### src/rtl/fifo_pkg.sv
`default_nettype none
// ============================================================================
// Package  : fifo_pkg
// Brief    : Shared FIFO mode selection for the sync and async FIFO tops.
// Revision : 1.0
// ============================================================================
package fifo_pkg;

  typedef enum logic {
    FIFO_STD  = 1'b0,
    FIFO_FWFT = 1'b1
  } fifo_mode_e;

endpackage : fifo_pkg
`default_nettype wire

### src/rtl/sdp_ram.sv
`default_nettype none
// ============================================================================
// Module   : sdp_ram
// Brief    : Single-clock simple dual-port RAM with registered read port.
// Revision : 1.0
// ============================================================================
module sdp_ram #(
  parameter int unsigned Depth    = 8,
  parameter int unsigned Width    = 4,
  parameter int unsigned PtrWidth = (Depth > 1) ? $clog2(Depth) : 1
) (
  input  logic                clk,
  input  logic                rst,
  input  logic                i_we,
  input  logic [PtrWidth-1:0] i_waddr,
  input  logic [Width-1:0]    i_wdata,
  input  logic                i_re,
  input  logic [PtrWidth-1:0] i_raddr,
  output logic [Width-1:0]    o_rdata
);

  logic [Width-1:0] r_mem [Depth];
  logic [Width-1:0] r_rdata;

  // Array is left unreset so it maps onto block RAM.
  always_ff @(posedge clk) begin
    if (i_we) begin
      r_mem[i_waddr] <= i_wdata;
    end
  end

  always_ff @(posedge clk) begin
    if (rst) begin
      r_rdata <= '0;
    end else if (i_re) begin
      r_rdata <= r_mem[i_raddr];
    end
  end

  assign o_rdata = r_rdata;

endmodule : sdp_ram
`default_nettype wire

### src/rtl/sync_fifo.sv
`default_nettype none
// ============================================================================
// Module   : sync_fifo
// Brief    : Single-clock FIFO, standard or first-word-fall-through, any depth.
// Revision : 1.0
// ============================================================================
module sync_fifo
  import fifo_pkg::*;
#(
  parameter int unsigned Depth    = 8,
  parameter int unsigned Width    = 4,
  parameter fifo_mode_e  Mode     = FIFO_STD,
  parameter int unsigned AfThresh = Depth - 1,
  parameter int unsigned AeThresh = 1,
  parameter int unsigned PtrWidth = (Depth > 1) ? $clog2(Depth) : 1,
  parameter int unsigned CntWidth = $clog2(Depth + 1)
) (
  input  logic                clk,
  input  logic                rst,
  input  logic                i_wr_en,
  input  logic [Width-1:0]    i_wr_data,
  output logic                o_full,
  output logic                o_almost_full,
  output logic                o_wr_overflow,
  input  logic                i_rd_en,
  output logic [Width-1:0]    o_rd_data,
  output logic                o_rd_valid,
  output logic                o_empty,
  output logic                o_almost_empty,
  output logic                o_rd_underflow,
  output logic [CntWidth-1:0] o_count
);

  localparam logic [PtrWidth-1:0] c_PTR_LAST = PtrWidth'(Depth - 1);
  localparam logic [CntWidth-1:0] c_DEPTH    = CntWidth'(Depth);
  localparam logic [CntWidth-1:0] c_AF       = CntWidth'(AfThresh);
  localparam logic [CntWidth-1:0] c_AE       = CntWidth'(AeThresh);

  if (Depth < 2) begin : g_chk_depth
    $error("sync_fifo: Depth must be >= 2");
  end
  if (AfThresh > Depth) begin : g_chk_af
    $error("sync_fifo: AfThresh must be <= Depth");
  end
  if (AeThresh >= Depth) begin : g_chk_ae
    $error("sync_fifo: AeThresh must be < Depth");
  end

  logic [PtrWidth-1:0] r_wr_ptr;
  logic [PtrWidth-1:0] r_rd_ptr;
  logic [CntWidth-1:0] r_count;
  logic                r_full;
  logic                r_empty;
  logic                r_afull;
  logic                r_aempty;
  logic                r_ovf;
  logic                r_unf;

  logic                w_wr_acc;
  logic                w_rd_acc;
  logic [CntWidth-1:0] w_count_nxt;
  logic [PtrWidth-1:0] w_wr_ptr_nxt;
  logic [PtrWidth-1:0] w_rd_ptr_nxt;

  logic                w_ram_we;
  logic                w_ram_pop;
  logic                w_ram_re;
  logic [PtrWidth-1:0] w_ram_raddr;
  logic [Width-1:0]    w_ram_rdata;

  // Acceptance uses registered flags only, so a same-cycle pop never frees a slot for a write.
  assign w_wr_acc = i_wr_en && !r_full;
  assign w_rd_acc = i_rd_en && !r_empty;

  always_comb begin
    w_count_nxt = r_count;
    if (w_wr_acc && !w_rd_acc) begin
      w_count_nxt = r_count + CntWidth'(1);
    end else if (!w_wr_acc && w_rd_acc) begin
      w_count_nxt = r_count - CntWidth'(1);
    end
  end

  always_comb begin
    w_wr_ptr_nxt = r_wr_ptr;
    if (w_ram_we) begin
      w_wr_ptr_nxt = (r_wr_ptr == c_PTR_LAST) ? '0 : r_wr_ptr + PtrWidth'(1);
    end
  end

  always_comb begin
    w_rd_ptr_nxt = r_rd_ptr;
    if (w_ram_pop) begin
      w_rd_ptr_nxt = (r_rd_ptr == c_PTR_LAST) ? '0 : r_rd_ptr + PtrWidth'(1);
    end
  end

  always_ff @(posedge clk) begin
    if (rst) begin
      r_wr_ptr <= '0;
      r_rd_ptr <= '0;
      r_count  <= '0;
      r_full   <= 1'b0;
      r_empty  <= 1'b1;
      r_afull  <= (AfThresh == 0);
      r_aempty <= 1'b1;
      r_ovf    <= 1'b0;
      r_unf    <= 1'b0;
    end else begin
      r_wr_ptr <= w_wr_ptr_nxt;
      r_rd_ptr <= w_rd_ptr_nxt;
      r_count  <= w_count_nxt;
      r_full   <= (w_count_nxt == c_DEPTH);
      r_empty  <= (w_count_nxt == '0);
      r_afull  <= (w_count_nxt >= c_AF);
      r_aempty <= (w_count_nxt <= c_AE);
      r_ovf    <= i_wr_en && r_full;
      r_unf    <= i_rd_en && r_empty;
    end
  end

  sdp_ram #(
    .Depth    (Depth),
    .Width    (Width),
    .PtrWidth (PtrWidth)
  ) u_ram (
    .clk     (clk),
    .rst     (rst),
    .i_we    (w_ram_we),
    .i_waddr (r_wr_ptr),
    .i_wdata (i_wr_data),
    .i_re    (w_ram_re),
    .i_raddr (w_ram_raddr),
    .o_rdata (w_ram_rdata)
  );

  if (Mode == FIFO_FWFT) begin : g_fwft
    logic [Width-1:0]    r_head_data;
    logic                r_head_valid;
    logic [Width-1:0]    r_byp_data;
    logic                r_stale;
    logic [CntWidth-1:0] w_ram_cnt;
    logic                w_fill;
    logic                w_from_ram;
    logic                w_bypass;
    logic [Width-1:0]    w_ram_head;

    assign w_ram_cnt  = r_count - CntWidth'(r_head_valid);
    assign w_fill     = !r_head_valid || w_rd_acc;
    assign w_from_ram = w_fill && (w_ram_cnt != '0);
    assign w_bypass   = w_fill && (w_ram_cnt == '0) && w_wr_acc;

    // The RAM prefetches the entry at the next read pointer every cycle; if that
    // same slot was written on the same edge the read returned old contents, so
    // the written word is kept aside for one cycle and used instead.
    assign w_ram_head  = r_stale ? r_byp_data : w_ram_rdata;
    assign w_ram_we    = w_wr_acc && !w_bypass;
    assign w_ram_pop   = w_from_ram;
    assign w_ram_re    = 1'b1;
    assign w_ram_raddr = w_rd_ptr_nxt;

    always_ff @(posedge clk) begin
      if (rst) begin
        r_head_data  <= '0;
        r_head_valid <= 1'b0;
        r_byp_data   <= '0;
        r_stale      <= 1'b0;
      end else begin
        r_stale    <= w_ram_we && (r_wr_ptr == w_rd_ptr_nxt);
        r_byp_data <= i_wr_data;
        if (w_from_ram) begin
          r_head_data  <= w_ram_head;
          r_head_valid <= 1'b1;
        end else if (w_bypass) begin
          r_head_data  <= i_wr_data;
          r_head_valid <= 1'b1;
        end else if (w_fill) begin
          r_head_valid <= 1'b0;
        end
      end
    end

    assign o_rd_data  = r_head_data;
    assign o_rd_valid = r_head_valid;
  end else begin : g_std
    logic r_rd_valid;

    assign w_ram_we    = w_wr_acc;
    assign w_ram_pop   = w_rd_acc;
    assign w_ram_re    = w_rd_acc;
    assign w_ram_raddr = r_rd_ptr;

    always_ff @(posedge clk) begin
      if (rst) begin
        r_rd_valid <= 1'b0;
      end else begin
        r_rd_valid <= w_rd_acc;
      end
    end

    assign o_rd_data  = w_ram_rdata;
    assign o_rd_valid = r_rd_valid;
  end

  assign o_full         = r_full;
  assign o_almost_full  = r_afull;
  assign o_wr_overflow  = r_ovf;
  assign o_empty        = r_empty;
  assign o_almost_empty = r_aempty;
  assign o_rd_underflow = r_unf;
  assign o_count        = r_count;

endmodule : sync_fifo
`default_nettype wire

### config.mk
export PLATFORM = sky130hd
export DESIGN_NAME = sync_fifo
export DESIGN_NICKNAME = d
export VERILOG_FILES = /design/src/rtl/fifo_pkg.sv /design/src/rtl/sdp_ram.sv /design/src/rtl/sync_fifo.sv
export SDC_FILE = /design/constraint.sdc
export NUM_CORES = 1
export LEC_CHECK = 0
export CAP_MARGIN = 10
export CORE_ASPECT_RATIO = 0.5
export CORE_MARGIN = 1.5
export CORE_UTILIZATION = 52
export CTS_CLUSTER_DIAMETER = 120
export CTS_CLUSTER_SIZE = 12
export DETAILED_ROUTE_END_ITERATION = 8
export HOLD_SLACK_MARGIN = 0.15
export PLACE_DENSITY = 0.83
export SYNTH_ARGS = -nofsm -noshare
export SYNTH_HDL_FRONTEND = slang
export SYNTH_SLANG_ARGS = --single-unit
### constraint.sdc
create_clock -name clk -period 4.8 [get_ports clk]
set_input_delay 1.44 -clock clk [delete_from_list [all_inputs] [get_ports clk]]
set_output_delay 1.44 -clock clk [all_outputs]
set_load 0.1 [all_outputs]
* After elaboration in Yosys (flattened, before gate mapping) *
Memory sizes are Yosys's and may differ from the RTL's. A register that Yosys moved wholly into a read port is not among the register bits.
Index checks and enable logic that the tools add are counted.

storage, ports and cells
  bits of input ports = 8
  memories = 1
  RAM bits = 32
  register bits after elaboration = 17
  logic and storage cells = 37
  output and inout bits = 15

cells by class
  muxes and demuxes = 6
  magnitude comparators = 2
  equal/unequal tests = 3
  add/sub/neg operators = 4
  reductions and logical operators = 11

memories
  memory       depth  width  read ports  clocked after Yosys merged registers in  wr ports  RTL line       RTL
  u_ram.r_mem  8      4      1           1                                        1         sdp_ram.sv:22  logic [Width-1:0] r_mem [Depth];

operators with widths
  kind                 number
  $mux 4               2
  $add 3x1->3 const B  2
  $eq 3x3->1 const B   2
  $logic_and 1x1->1    6
  $mux 3               2
  $add 4x1->4 const B  1
  $eq 4x4->1 const B   1
  $ge 4x3->1 const B   1
  $le 4x1->1 const B   1
  $logic_not 1->1      4
  $logic_not 4->1      1
  $sub 4x1->4 const B  1
  $mux 1               2

* Longest topological paths before layout *
Gate-level depths: netlist of the first run.

  depth after elaboration = 7
  gate-level depth with buffers = 6
  gate-level depth less buffers = 6

* Cells and area by module *
Synthesis of the first run repeated with hierarchy kept, for this count alone.

second synthesis, totals
  cell total of the unflattened synthesis = 165
  area, all modules = 2,215.9 um^2

by module, submodules not included
  module     instances  seq. area each (um^2)  area an instance (um^2)  cells each
  sdp_ram    1          1,041.0                1,430.1                  80
  sync_fifo  1          340.3                  785.8                    85

* Least setup slack after synthesis of the first run *
OpenSTA, ideal clock, no wires.

  path type = input to register
  from = input i_wr_en
  to = register r_afull (netlist: o_almost_full)
  stages on the path = 6
  slack = 2.164 ns
  data required time = 4.724 ns
  data arrival time = 2.560 ns
  setup time = 0.076 ns
  path buffers = 1
  cells stage by stage = nand2b_2 > buf_6 > a21oi_2 > o32a_4 > or4_4 > o22ai_2

on the way
  longest elaborated chain between the ends = 6
  elaborated cells between the ends (all ways) = 7
  classes of those cells = order compare: 1; mux: 2; reduce/logical: 4

RTL lines
  item                    RTL line          RTL
  start: declaration      sync_fifo.sv:20   input logic i_wr_en,
  $logic_and 1x1->1 *     sync_fifo.sv:72   assign w_wr_acc = i_wr_en && !r_full;
  $logic_not 1->1         sync_fifo.sv:79   end else if (!w_wr_acc && w_rd_acc) begin
  $logic_and 1x1->1       sync_fifo.sv:79
  $mux 4                  sync_fifo.sv:79
  $mux 4 *                sync_fifo.sv:77   if (w_wr_acc && !w_rd_acc) begin
  $ge 4x3->1 *            sync_fifo.sv:115  r_afull <= (w_count_nxt >= c_AF);
  end signal: assignment  sync_fifo.sv:105  r_afull <= (AfThresh == 0);
  end signal: assignment  sync_fifo.sv:115
  end: declaration        sync_fifo.sv:54   logic r_afull;

Mark *: on every way between the ends. The rest lies on a longest branch, timed or not.
A chain may end at the register's enable or synchronous reset.

* Worst setup path after layout of the first run *
  from = register r_count[1] (netlist: o_count[1])
  to = output o_count[1]

RTL lines
  item                      RTL line          RTL
  start: declaration        sync_fifo.sv:51   logic [CntWidth-1:0] r_count;
  start signal: assignment  sync_fifo.sv:112  r_count <= w_count_nxt;
  end: declaration          sync_fifo.sv:31   output logic [CntWidth-1:0] o_count

No word-level cell between the ends.

==> impl_results.md, run 1 <==
* Number of CTS-inserted buffers at 5
* Critical path capture point type: output port
* Combinational Power Share at 0.347
* Setup crit end: o_count[1]
* Top Ports at 23
* Fin Setup TNS at 0 ns
* Fraction of layout cells with a size suffix above 1 at 0.136
* Synth unique cells at 38
* Count leader, synth: edfxtp_1
* Main synth FF type: edfxtp_1
* Final hold vios at 0
* Cell taking the most area after synthesis: edfxtp_1
* Hold Path Depth at 2
* Mapped cell area at 2160 um2
* Chip height at 48.5 um
* Setup violations, final at 0
* Via count at 1297
* H-tree Lvls at 2
* Post-Route WL at 3840 um
* Routed len/inst at 16.6 um
* Post-CTS Setup Bufs at 0
* Mean area per synthesized cell at 13.9 um2
* Total track usage at 0.193
* Site Rows at 16
* Gpl congestion at 0.819
* Largest net degree at the start of global routing at 23
* DR pass1 iterations at 4
* Startpoint Class: flip-flop
* Cell Pwr Density at 490 nW/um2
* RSZ-0062 raised after global routing: false
* Worst-path cell chain: clkdlybuf4s50_1
* Flop pwr share at 0.455
* CP Class: flip-flop to output port
* Top cells by count, synth: edfxtp_1, dfxtp_1, nor2_1
* Clock Power Share at 0.198
* Yosys reg bits at 53
* Leak at 0.826 nW
* Diodes inserted at 0
* Chip width at 94.1 um
* Period utilisation layout at 0.706
* Worst r2r path cells at 5
* HP Class: flip-flop to flip-flop
* First-pass GRT wire length at 6530 um
* Delay-heaviest family, CP: buffers and inverters
* Syn nets at 169
* Rel. slew slack at 0.343
* IR drop worst, VDD at 0.000344 V
* Sw frac at 0.387
* Worst slack, placed at 1.45 ns
* Slew @ Worst Pin at 0.982 ns
* Post-DRT Antenna Nets at 0
* Die ar. at 4570 um2
* Fin. max-slew vios at 0
* Clock root cell: clkbuf_8
* CP Launch Point: o_count[1]
* Initial drt markers at 91
* Worst path bufs/invs at 1
* Clock Skew at 0.00650 ns
* Initial antenna violation count at 0
* Worst R2R Setup Slack at 2.90 ns
* Max-Cap Viols at 0
* Worst path slowest cell: clkdlybuf4s50_1
* Mapped Cells at 155
* Clk sinks at 53
* Core area at 3940 um2
* Sequential fraction of the synthesis area at 0.640
* DRC viols at 0
* NetSw at 472 uW
* Hold_buf cts at 0
* Fmax at 0.295 GHz
* Min-Delay Startpoint: o_full
* Vias in the first global route at 1299
* Area share of the largest cell type after synthesis at 0.445
* Crit path time final at 3.39 ns
* Post-synth EDFFs at 32
* Total grt overflow at 0
* Int Power at 747 uW
* Later-pin clock latency in the skew report at 0.30 ns
* Post-CTS sizing at 0
* Clock tree from TritonCTS: built
* Detailed-placement wirelength estimate at 2740 um
* Min Hold Slack at 0.460 ns
* Clk pin slew, worst setup/hold paths at 0.09 ns
* Yosys warning total at 0
* Net count reported at finish at 190
* Starting density of the core at 0.547
* Final WS setup at 1.41 ns
* Max FO, Critical Path at 7
* Top post-synthesis cells by area: edfxtp_1, dfxtp_1, mux4_2
* Longest Clk Path Bufs at 2
* Number of port buffers at 22
* Area grow syn2layout at 15.5%
* Status: finished, final reports clean
* CP arrival at 1.95 ns
* Critical path depth in cells at 1
* Worst r2r src: o_count[1]
* Synth async-reset ratio at 0
* CP max stage delay at 1.18 ns
* Worst R2R End: o_almost_full
* Vias per cell at 5.61
* CP Data Required Time at 3.36 ns
## worst min path at each step
stage	end
floorplan	r_wr_ptr[1]
global placement	o_wr_overflow
detailed placement	o_wr_overflow
CTS	o_wr_overflow
global route	o_wr_overflow
finish	o_wr_overflow
## placed cells by master, fill, tap and decap left out, drive strengths merged, types with 5 or more instances in the layout
cell,count
nand2,10
nor2,19
clkdlybuf4s50,22
mux4,8
dfxtp,21
clkbuf,5
a21oi,8
nor3,7
ha,6
edfxtp,32
## power by group through the flow
stage / registers (mW) / clock network, mW / logic [mW]
2_1_floorplan: 0.745 / 0 / 0.149
3_3_place_gp: 0.565 / 0 / 0.413
3_5_place_dp: 0.566 / 0 / 0.422
4_1_cts: 0.556 / 0.247 / 0.425
5_1_grt: 0.562 / 0.265 / 0.447
6_report: 0.555 / 0.241 / 0.423
## kinds of logic after synthesis
family,after synthesis,share of synthesized area
DFF,53,0.640
and+or+nand+nor,52,0.122
AOI/OAI and AO/OA,20,0.0708
muxes,12,0.102
buffers and inverters,10,0.0220
adders and majority gates,6,0.0348
xor gates and xnor gates,2,0.00812
## flip-flops by register name, indices dropped and copies added, names as in the netlist
signal and flops:
o_almost_empty 1, o_rd_valid 1, r_rd_ptr 3, u_ram.r_mem 32
o_count 4, o_almost_full 1, o_empty 1, r_wr_ptr 3
u_ram.o_rdata 4, o_wr_overflow 1, o_rd_underflow 1, o_full 1
## per-layer routing
layer | share of wire | wire length [um] | global-route usage
met4 | 0.011 | 44 | 0.0547
met2 | 0.46 | 1770 | 0.289
met5 | 0 | 0 | 0
met3 | 0.037 | 143 | 0.0519
met1 | 0.49 | 1890 | 0.282
## final cells by class
type                    count  area, um2
clock inverters             3       17.5
repair buffers             22        220
inverters                   2       7.51
multi-input cells          92        728
well taps                  54       67.6
clock buffers               5       68.8
fillers                   284       1450
flip-flops and latches     53       1380
## worst min-delay path, delay by kind of cell, from the launching register on
kind	cells	cell delay [ns]
flops	1	0.34
simple gates	2	0.09
## through the flow
stage           util  total power [mW]  cell area (um2)  cells
4_1_cts        0.632              1.23             2490    231
3_5_place_dp   0.610             0.987             2400    223
5_1_grt        0.632              1.27             2490    231
6_report       0.632              1.22             2490    231
3_3_place_gp   0.610             0.978             2400    223
2_1_floorplan      -             0.895             2160    155
(Power assumes the default switching activity.)
==> inputs of run 2 (changes only) <==
--- a/config.mk
+++ b/config.mk
@@ -8,12 +8,12 @@
 export CAP_MARGIN = 10
 export CORE_ASPECT_RATIO = 0.5
 export CORE_MARGIN = 1.5
-export CORE_UTILIZATION = 52
+export CORE_UTILIZATION = 50
 export CTS_CLUSTER_DIAMETER = 120
 export CTS_CLUSTER_SIZE = 12
 export DETAILED_ROUTE_END_ITERATION = 8
 export HOLD_SLACK_MARGIN = 0.15
-export PLACE_DENSITY = 0.83
+export PLACE_DENSITY = 0.84
 export SYNTH_ARGS = -nofsm -noshare
 export SYNTH_HDL_FRONTEND = slang
 export SYNTH_SLANG_ARGS = --single-unit
==> constraint.sdc (replaced) <==
create_clock -name clk -period 2.9 [get_ports clk]
set_input_delay 0.87 -clock clk [delete_from_list [all_inputs] [get_ports clk]]
set_output_delay 0.87 -clock clk [all_outputs]
set_load 0.1 [all_outputs]
==> run 2 against run 1 <==
  * Sequential power is 66% higher
  * Sequential share of layout area is 0.25 points lower
  * Final cell count is 3.0% higher
  * Critical path depth is 5 higher
  * Critical path type is now input port to flip-flop
  * Critical endpoint is now o_full
==> impl_results.md, run 2 (synthesis results as in run 1) <==
* Longest Clk Path Bufs at 2 (unchanged)
* Delay-heaviest family, CP: simple AND/OR/NAND/NOR gates (was buffers and inverters)
* CP arrival at 2.55 ns (was 1.95 ns)
* Cell Pwr Density at 798 nW/um2 (was 490 nW/um2)
* Biggest register: u_ram.r_mem (unchanged)
* Worst path bufs/invs at 1 (unchanged)
* Top Usage Layer GRT: met2 (unchanged)
* Clk sinks at 53 (unchanged)
* Crit path time final at 2.36 ns
* Clock Skew at 0.00731 ns (was 0.00650 ns)
* Area grow syn2layout at 16.0% (was 15.5%)
* Rel. slew slack at 0.589 (was 0.343)
* Via count at 1284 (was 1297)
* Die ar. at 4740 um2 (was 4570 um2)
* Diodes inserted at 0 (unchanged)
* Min-Delay Startpoint: o_full (unchanged)
* Most frequent cells in the layout: edfxtp_1, buf_4, dfxtp_1 (was edfxtp_1, clkdlybuf4s50_1, dfxtp_1)
* Post-DP Area at 2420 um2 (was 2400 um2)
* Max reg flops at 32 (unchanged)
* Clk pin slew, worst setup/hold paths at 0.09 ns (about the same)
* DRC viols at 0 (unchanged)
* H-tree Lvls at 2 (unchanged)
* Post-CTS Setup Bufs at 0 (unchanged)
* Status: finished, final reports clean (unchanged)
* Initial antenna violation count at 0 (unchanged)
* CP Class: input port to flip-flop (was flip-flop to output port)
* Most used cell, CP: nor2_1
* Post-Route WL at 3740 um (was 3840 um)
* Starting density of the core at 0.536 (was 0.547)
* Fin. max-slew vios at 0 (unchanged)
* Most common cell after layout, fill and taps aside: edfxtp_1 (unchanged)
* Routed len/inst at 15.7 um (was 16.6 um)
* RSZ-0062 raised after global routing: false (unchanged)
* Max FO, Critical Path at 9 (was 7)
* Fmax at 0.424 GHz
* CP Launch Point: i_rd_en (was o_count[1])
* Leak at 0.889 nW (was 0.826 nW)
* CP Data Required Time at 3.09 ns (was 3.36 ns)
* Slew @ Worst Pin at 0.616 ns (was 0.982 ns)
* Fin Setup TNS at 0 ns (unchanged)
* GR Util met3 at 0.0483 (was 0.0519)
* Min Hold Slack at 0.459 ns (was 0.460 ns)
* HP Class: flip-flop to flip-flop (unchanged)
* Met2 usage at 0.258 (was 0.289)
* Startpoint Class: input port (was flip-flop)
* Vias per cell at 5.39 (was 5.61)
* Core area at 4020 um2 (was 3940 um2)
* Chip width at 95.9 um (was 94.1 um)
* Fraction of layout cells with a size suffix above 1 at 0.245 (was 0.136)
* Number of port buffers at 22 (unchanged)
* Total grt overflow at 0 (unchanged)
* First-pass GRT wire length at 5920 um (was 6530 um)
* Layout Utilization at 0.622 (was 0.632)
* Setup violations, final at 0 (unchanged)
* Detailed-placement wirelength estimate at 2720 um (was 2740 um)
* Worst r2r src: o_count[1] (unchanged)
* Final hold vios at 0 (unchanged)
* DR pass1 iterations at 4 (unchanged)
* Gpl congestion at 0.819 (about the same)
* Initial drt markers at 69 (was 91)
* IR drop worst, VDD at 0.000631 V (was 0.000344 V)
* Largest net degree at the start of global routing at 22 (was 23)
* Hold_buf cts at 0 (unchanged)
* Post-CTS sizing at 0 (unchanged)
* Net count reported at finish at 197 (was 190)
* CP max stage delay at 0.50 ns (was 1.18 ns)
* Final instance area at 2500 um2 (was 2490 um2)
* Chip height at 49.4 um (was 48.5 um)
* Period utilisation layout at 0.814
* Clock tree from TritonCTS: built (unchanged)
* Worst path slowest cell: clkdlybuf4s50_1 (unchanged)
* Top Ports at 23 (unchanged)
* Worst-path cell chain: clkdlybuf4s50_1 > nand2b_1 > nor2_1 > nor2_1 > xnor2_1 > nor4b_1 (was clkdlybuf4s50_1)
* Vias in the first global route at 1218 (was 1299)
* Post-DRT Antenna Nets at 0 (unchanged)
* GRT met1 Usage at 0.251 (was 0.282)
* Clock root cell: clkbuf_8 (unchanged)
* Later-pin clock latency in the skew report at 0.30 ns (about the same)
* Total track usage at 0.174 (was 0.193)
* Max-Cap Viols at 0 (unchanged)
* Site Rows at 16 (unchanged)
* Critical path capture point type: flip-flop (was output port)
* Number of CTS-inserted buffers at 5 (unchanged)
[run 2: worst paths after layout]
kind,to,slack [ns],cells after the start
setup reg to reg,o_almost_full,1.03,5
hold / removal,o_wr_overflow,0.46,2
hold reg to reg,o_wr_overflow,0.46,2
setup / recovery,o_full,0.54,6
[run 2: worst register-to-register path: cells and delay by family (launching register included)]
kind | cells | cell delay (ns)
buffers and inverters | 1 | 0.08
and+or+nand+nor | 1 | 0.42
DFF | 1 | 0.48
AOI/OAI and AO/OA | 2 | 0.53
adders and majority gates | 1 | 0.30
[run 2: cell type report]
class                      count  area, um2
timing repair buffer          29        235
sequential                    53       1380
clock buffer                   6       72.6
tap                           54       67.6
multi-input combinational     92        728
inverter                       2       7.51
clock inverter                 2       10.0
fill                         300       1520
[run 2: through the flow]
step | setup WS, ns | total power, mW | cells
after global routing | 0.341 | 2.08 | 238
after CTS | 0.559 | 2.01 | 238
after detailed placement | 0.252 | 1.62 | 230
final | 0.540 | 2.00 | 238
after global placement | 0.262 | 1.61 | 230
after floorplan | 0.419 | 1.48 | 155
[run 2: power by group]
group,internal [mW],switching (mW),leakage (nW)
registers,0.861,0.0577,0.463
logic,0.201,0.488,0.381
clock network,0.168,0.221,0.0450
[run 2: routing by layer]
layer / up-vias / share of wire
li1: 637 / -
met1: 602 / 0.50
met2: 38 / 0.44
met3: 7 / 0.046
met4: 0 / 0.012
met5: - / 0
==> edit 1 (config.mk and constraints of run 2) <==
Reset style: asynchronous (`rst`), changed in 4 clocked blocks.
--- a/src/rtl/sdp_ram.sv
+++ b/src/rtl/sdp_ram.sv
@@ -30,5 +30,5 @@
   end
 
-  always_ff @(posedge clk) begin
+  always_ff @(posedge clk or posedge rst) begin
     if (rst) begin
       r_rdata <= '0;
--- a/src/rtl/sync_fifo.sv
+++ b/src/rtl/sync_fifo.sv
@@ -96,5 +96,5 @@
   end
 
-  always_ff @(posedge clk) begin
+  always_ff @(posedge clk or posedge rst) begin
     if (rst) begin
       r_wr_ptr <= '0;
@@ -160,5 +160,5 @@
     assign w_ram_raddr = w_rd_ptr_nxt;
 
-    always_ff @(posedge clk) begin
+    always_ff @(posedge clk or posedge rst) begin
       if (rst) begin
         r_head_data  <= '0;
@@ -191,5 +191,5 @@
     assign w_ram_raddr = r_rd_ptr;
 
-    always_ff @(posedge clk) begin
+    always_ff @(posedge clk or posedge rst) begin
       if (rst) begin
         r_rd_valid <= 1'b0;
Check against the original RTL: differs if rst is asserted again (counterexample within 4 cycles, from zero or initial values and one cycle with rst high); with rst held inactive, the same outputs for 10 cycles.
==> edit 1 against run 2 <==
Setup slack gained 0.015 ns; non-clock buffer count shrank 5; clock skew shrank 0.00070 ns; sequential cell count is the same; area after synthesis grew 4.5%; wire length shrank 2.7%; design area grew 3.2%; critical path type unchanged; critical endpoint is now u_ram.r_mem[4][3]; highest routed layer unchanged.
Power is not shown: default switching activity piles up to over one toggle a cycle in this logic, so the estimate is an artifact.
==> edit 1: results (changes against run 2) <==
run status: finished clean (unchanged)
HP Start: u_ram.o_rdata[2] (was o_full)
worst r2r src: o_full (was o_count[1])
metal2 WL: 1740 um (was 1640 um)
Met1 Wirelength: 1670 um (was 1880 um)
multiplexer share of the synthesized area: 9.77% (was 10.2%)
Final GP Congestion: 0.769 (was 0.819)
Net Count, Synth: 159 (was 169)
XOR/XNOR share of the synthesized area: 1.83% (was 0.812%)
Netlist cell types: 39 (was 38)
post-synthesis sequential area ratio: 66.1% (was 64.0%)
clock buffer depth: 2 (unchanged)
Worst Clk Skew: 0.00662 ns (was 0.00731 ns)
Worst Path Arrival: 2.30 ns (was 2.55 ns)
Synth area leaders: edfxtp_1 43%, dfrtp_1 21%, mux4_2 8.0% (was edfxtp_1 45%, dfxtp_1 19%, mux4_2 8.4%)
met3 WL: 167 um (was 172 um)
drt first pass iters: 4 (unchanged)
post-DP HPWL: 2710 um (was 2720 um)
first-pass GRT wire length: 5980 um (was 5920 um)
max FFs per register: 32 (unchanged)
worst-path fanout max: 7 (was 9)
Synth Area in Adders: 3.33% (was 3.48%)
Synth Area in Compound Gates: 4.89% (was 7.08%)
crit path from: i_wr_en (was i_rd_en)
Port Buffer Count: 22 (unchanged)
fraction of layout cells with a size suffix above 1: 28.5% (was 24.5%)
vias: 1198 (was 1284)
fillcell total: 327 (was 300)
Initial DRC Count: 42 (was 69)
post-synthesis async set-or-reset flop share: 39.6% (was 0%)
Post-synth top cells: 32 x edfxtp_1, 19 x dfrtp_1, 19 x nand2_1 (was 32 x edfxtp_1, 21 x dfxtp_1, 18 x nor2_1)
antenna violations before repair: 0 (unchanged)
# nets final: 185 (was 197)
WL/cell: 15.9 um (was 15.7 um)
worst rel slew slack: 47.2% (was 58.9%)
Total GRT Usage: 16.5% (was 17.4%)
Synth Warn #: 0 (unchanged)
## edit 1: changes by cell type after synthesis, sizes merged, moves of 4 or more
cell / delta
a211oi: -4
o21ai: +4
dfxtp: -21
a21oi: -7
nor2: -8
dfrtp: +19
nand2: +9
## edit 1: cell type report
cell class                      count  area [um^2]  share of cell area [%]
Inverter                            5         23.8                   0.921
Multi-Input combinational cell     82          712                    27.6
Clock inverter                      2         15.0                   0.582
Timing Repair Buffer               24          198                    7.66
Tap cell                           57         71.3                    2.76
Clock buffer                        6         72.6                    2.81
Sequential cell                    53         1490                    57.7
## edit 1: metrics by stage
step                      cell area [um^2]  worst slack (ns)  utilization (%)  std cells
after floorplan                       2250             0.737                -        145
after global placement                2490             0.279             57.2        221
after detailed placement              2490             0.198             57.2        221
after CTS                             2580             0.532             59.2        229
after global routing                  2580             0.478             59.2        229
final                                 2580             0.555             59.2        229
## edit 1: cells by family after synthesis
kind of cell | Yosys count
xor gates and xnor gates | 3
AOI/OAI and AO/OA | 13
adders and majority gates | 6
and+or+nand+nor | 48
buffers and inverters | 10
muxes | 12
DFF | 53
## edit 1: path summary, 6_finish.rpt
| path | to | slack, ns | cells after the start |
|---|---|---|---|
| min in group asynchronous | u_ram.o_rdata[2] | 1.00 | 2 |
| max in group asynchronous | o_count[3] | 1.40 | 2 |
| setup / recovery | u_ram.r_mem[4][3] | 0.55 | 4 |
| hold / removal | u_ram.o_rdata[2] | 0.49 | 2 |
| hold reg to reg | u_ram.o_rdata[2] | 0.49 | 2 |
| setup reg to reg | u_ram.r_mem[4][3] | 1.13 | 3 |
## edit 1: worst max-delay path: cells and delay by family
| kind | cells | cell delay [ns] |
|---|---|---|
| buf+inv | 1 | 0.51 |
| simple gates | 3 | 0.92 |
## edit 1: per-layer routing
| layer | vias up | GRT usage, % |
|---|---|---|
| li1 | 578 | - |
| met1 | 588 | 20.9 |
| met2 | 25 | 26.9 |
| met3 | 7 | 5.15 |
| met4 | 0 | 6.43 |
| met5 | - | 0 |
==> edit 2 (config.mk and constraints of run 2) <==
Made on the original files. `Width` is set to 4 in 2 places; all go to 6.
--- a/src/rtl/sdp_ram.sv
+++ b/src/rtl/sdp_ram.sv
@@ -7,5 +7,5 @@
 module sdp_ram #(
   parameter int unsigned Depth    = 8,
-  parameter int unsigned Width    = 4,
+  parameter int unsigned Width    = 6,
   parameter int unsigned PtrWidth = (Depth > 1) ? $clog2(Depth) : 1
 ) (
--- a/src/rtl/sync_fifo.sv
+++ b/src/rtl/sync_fifo.sv
@@ -9,5 +9,5 @@
 #(
   parameter int unsigned Depth    = 8,
-  parameter int unsigned Width    = 4,
+  parameter int unsigned Width    = 6,
   parameter fifo_mode_e  Mode     = FIFO_STD,
   parameter int unsigned AfThresh = Depth - 1,
Ports: changed (resized i_wr_data and o_rd_data); port bits go from 23 to 27. No check against the original RTL was run, so the function may have changed too.
==> edit 2 against run 2 <==
Area after synthesis rose by 32%; sequential share of layout area decreased by 0.68 points; largest power group unchanged; register-to-register slack lost 0.05 ns; via count increased by 39%; wire length increased by 58%; design area increased by 39%; total power increased by 62%; setup slack lost 0.041 ns; critical path depth is the same; first-iteration DRC count grew to 2.7 times the old value; sequential cell count up 18; non-clock buffer count is 11 higher; clock skew is 0.0032 ns lower; count of clock-buffer cells in the layout up 4.
==> edit 2: results (changes against run 2) <==
vias in the first global route: 1765 (was 1218)
multiplexer share of the synthesized area: 12.1% (was 10.2%)
Synth Warn #: 0 (unchanged)
clk slew on worst S/H paths: 0.05 ns (was 0.09 ns)
antenna violations before repair: 0 (unchanged)
first-pass GRT wire length: 9100 um (was 5920 um)
Reg with most FFs: u_ram.r_mem (unchanged)
Port Buffer Count: 26 (was 22)
Netlist cell types: 38 (unchanged)
max FFs per register: 48 (was 32)
switching share of total power: 36.9% (was 38.4%)
CTS Root Buffer Type: clkbuf_16 (was clkbuf_8)
H-tree depth: 3 (was 2)
run status: finished clean (unchanged)
Net Count, Synth: 206 (was 169)
fraction of layout cells with a size suffix above 1: 28.3% (was 24.5%)
Post-CTS Resized: 0 (unchanged)
placed cell count: 294 (was 230)
Avg Cell Area, Syn: 15.0 um^2 (was 13.9 um^2)
post-synthesis async set-or-reset flop share: 0% (unchanged)
largest net degree at the start of global routing: 21 (was 22)
Total GRT Usage: 21.5% (was 17.4%)
drt first pass iters: 5 (was 4)
Clk Latency, worst-skew pair: 0.33 ns (was 0.30 ns)
fillcell total: 366 (was 300)
worst-path fanout max: 14 (was 9)
HP Class: flip-flop to flip-flop (unchanged)
number of synthesized flops with an enable pin: 48 (was 32)
WL/cell: 19.0 um (was 15.7 um)
Slew @ Worst Pin: 0.771 ns (was 0.616 ns)
Post-synth top cells: 48 x edfxtp_1, 23 x dfxtp_1, 14 x a21oi_1 (was 32 x edfxtp_1, 21 x dfxtp_1, 18 x nor2_1)
ant diodes: 0 (unchanged)
Non-Filler Instances: 310 (was 238)
XOR/XNOR share of the synthesized area: 0.308% (was 0.812%)
clock buffer count from CTS: 9 (was 5)
Post-DP Area: 3210 um^2 (was 2420 um^2)
post-DP HPWL: 3920 um (was 2720 um)
Synth Area in Adders: 3.03% (was 3.48%)
post-synthesis sequential area ratio: 66.8% (was 64.0%)
Synth area leaders: edfxtp_1 51%, dfxtp_1 16%, mux4_2 9.5% (was edfxtp_1 45%, dfxtp_1 19%, mux4_2 8.4%)
Synth Area in Compound Gates: 6.46% (was 7.08%)
Final GP Congestion: 0.849 (was 0.819)
Leakage: 0.00125 uW (was 0.000889 uW)
Worst Path Arrival: 2.68 ns (was 2.55 ns)
Vias/cell: 5.75 (was 5.39)
# nets final: 248 (was 197)
setup bufs post-CTS: 0 (unchanged)
clock buffer depth: 2 (unchanged)
Initial DRC Count: 184 (was 69)
Worst IR Drop VDD: 0.000851 V (was 0.000631 V)
Worst Clk Skew: 0.00407 ns (was 0.00731 ns)
[edit 2: final cells by class]
| cell class | count | area share, % |
|---|---|---|
| clock inverters | 6 | 1.29 |
| flip-flops and latches | 71 | 54.5 |
| multi-input cells | 106 | 25.3 |
| well taps | 73 | 2.62 |
| clock buffers | 10 | 6.56 |
| inverters | 4 | 0.430 |
| repair buffers | 40 | 9.25 |
[edit 2: routing by layer]
metal  vias to the layer above  routed length, um  track usage, %
met1                       860               2320            24.9
met4                         0                149            10.6
met2                        94               2960            34.2
met5                         -                  0               0
li1                        812                  -               -
met3                        15                459            9.64
[edit 2: path summary, 6_finish.rpt]
path,from,endpoint,slack [ns],cells after the start
worst max-delay path,i_wr_en,o_almost_full,0.50,6
worst min-delay path,o_full,o_wr_overflow,0.51,1
worst max register to register,r_rd_ptr[0],u_ram.o_rdata[5],0.98,4
worst min register to register,o_full,o_wr_overflow,0.51,1
[edit 2: power groups by stage]
stage / clock network (uW) / registers (uW) / logic [uW]
floorplan: 0 / 1680 / 360
global placement: 0 / 1280 / 951
detailed placement: 0 / 1280 / 973
CTS: 1000 / 1260 / 978
global route: 1050 / 1270 / 1030
finish: 988 / 1260 / 979
[edit 2: cells by family after synthesis]
family | after synthesis
mux | 19
buf+inv | 13
flops | 71
simple gates | 50
xor+xnor | 1
compound gates | 29
fa+ha+maj | 7
[edit 2: critical path, stage by stage]
cell             delay, ns
clkdlybuf4s50_1       0.43
nand2b_1              0.42
nand3_1               0.21
and3_1                0.26
o31ai_1               0.31
a21o_1                0.17
[edit 2: per-stage QoR]
stage	setup WS [ns]	utilization, %
final	0.498	63.5
after floorplan	0.633	-
after global placement	0.269	58.5
after CTS	0.539	63.5
after detailed placement	0.219	58.5
after global routing	0.443	63.5
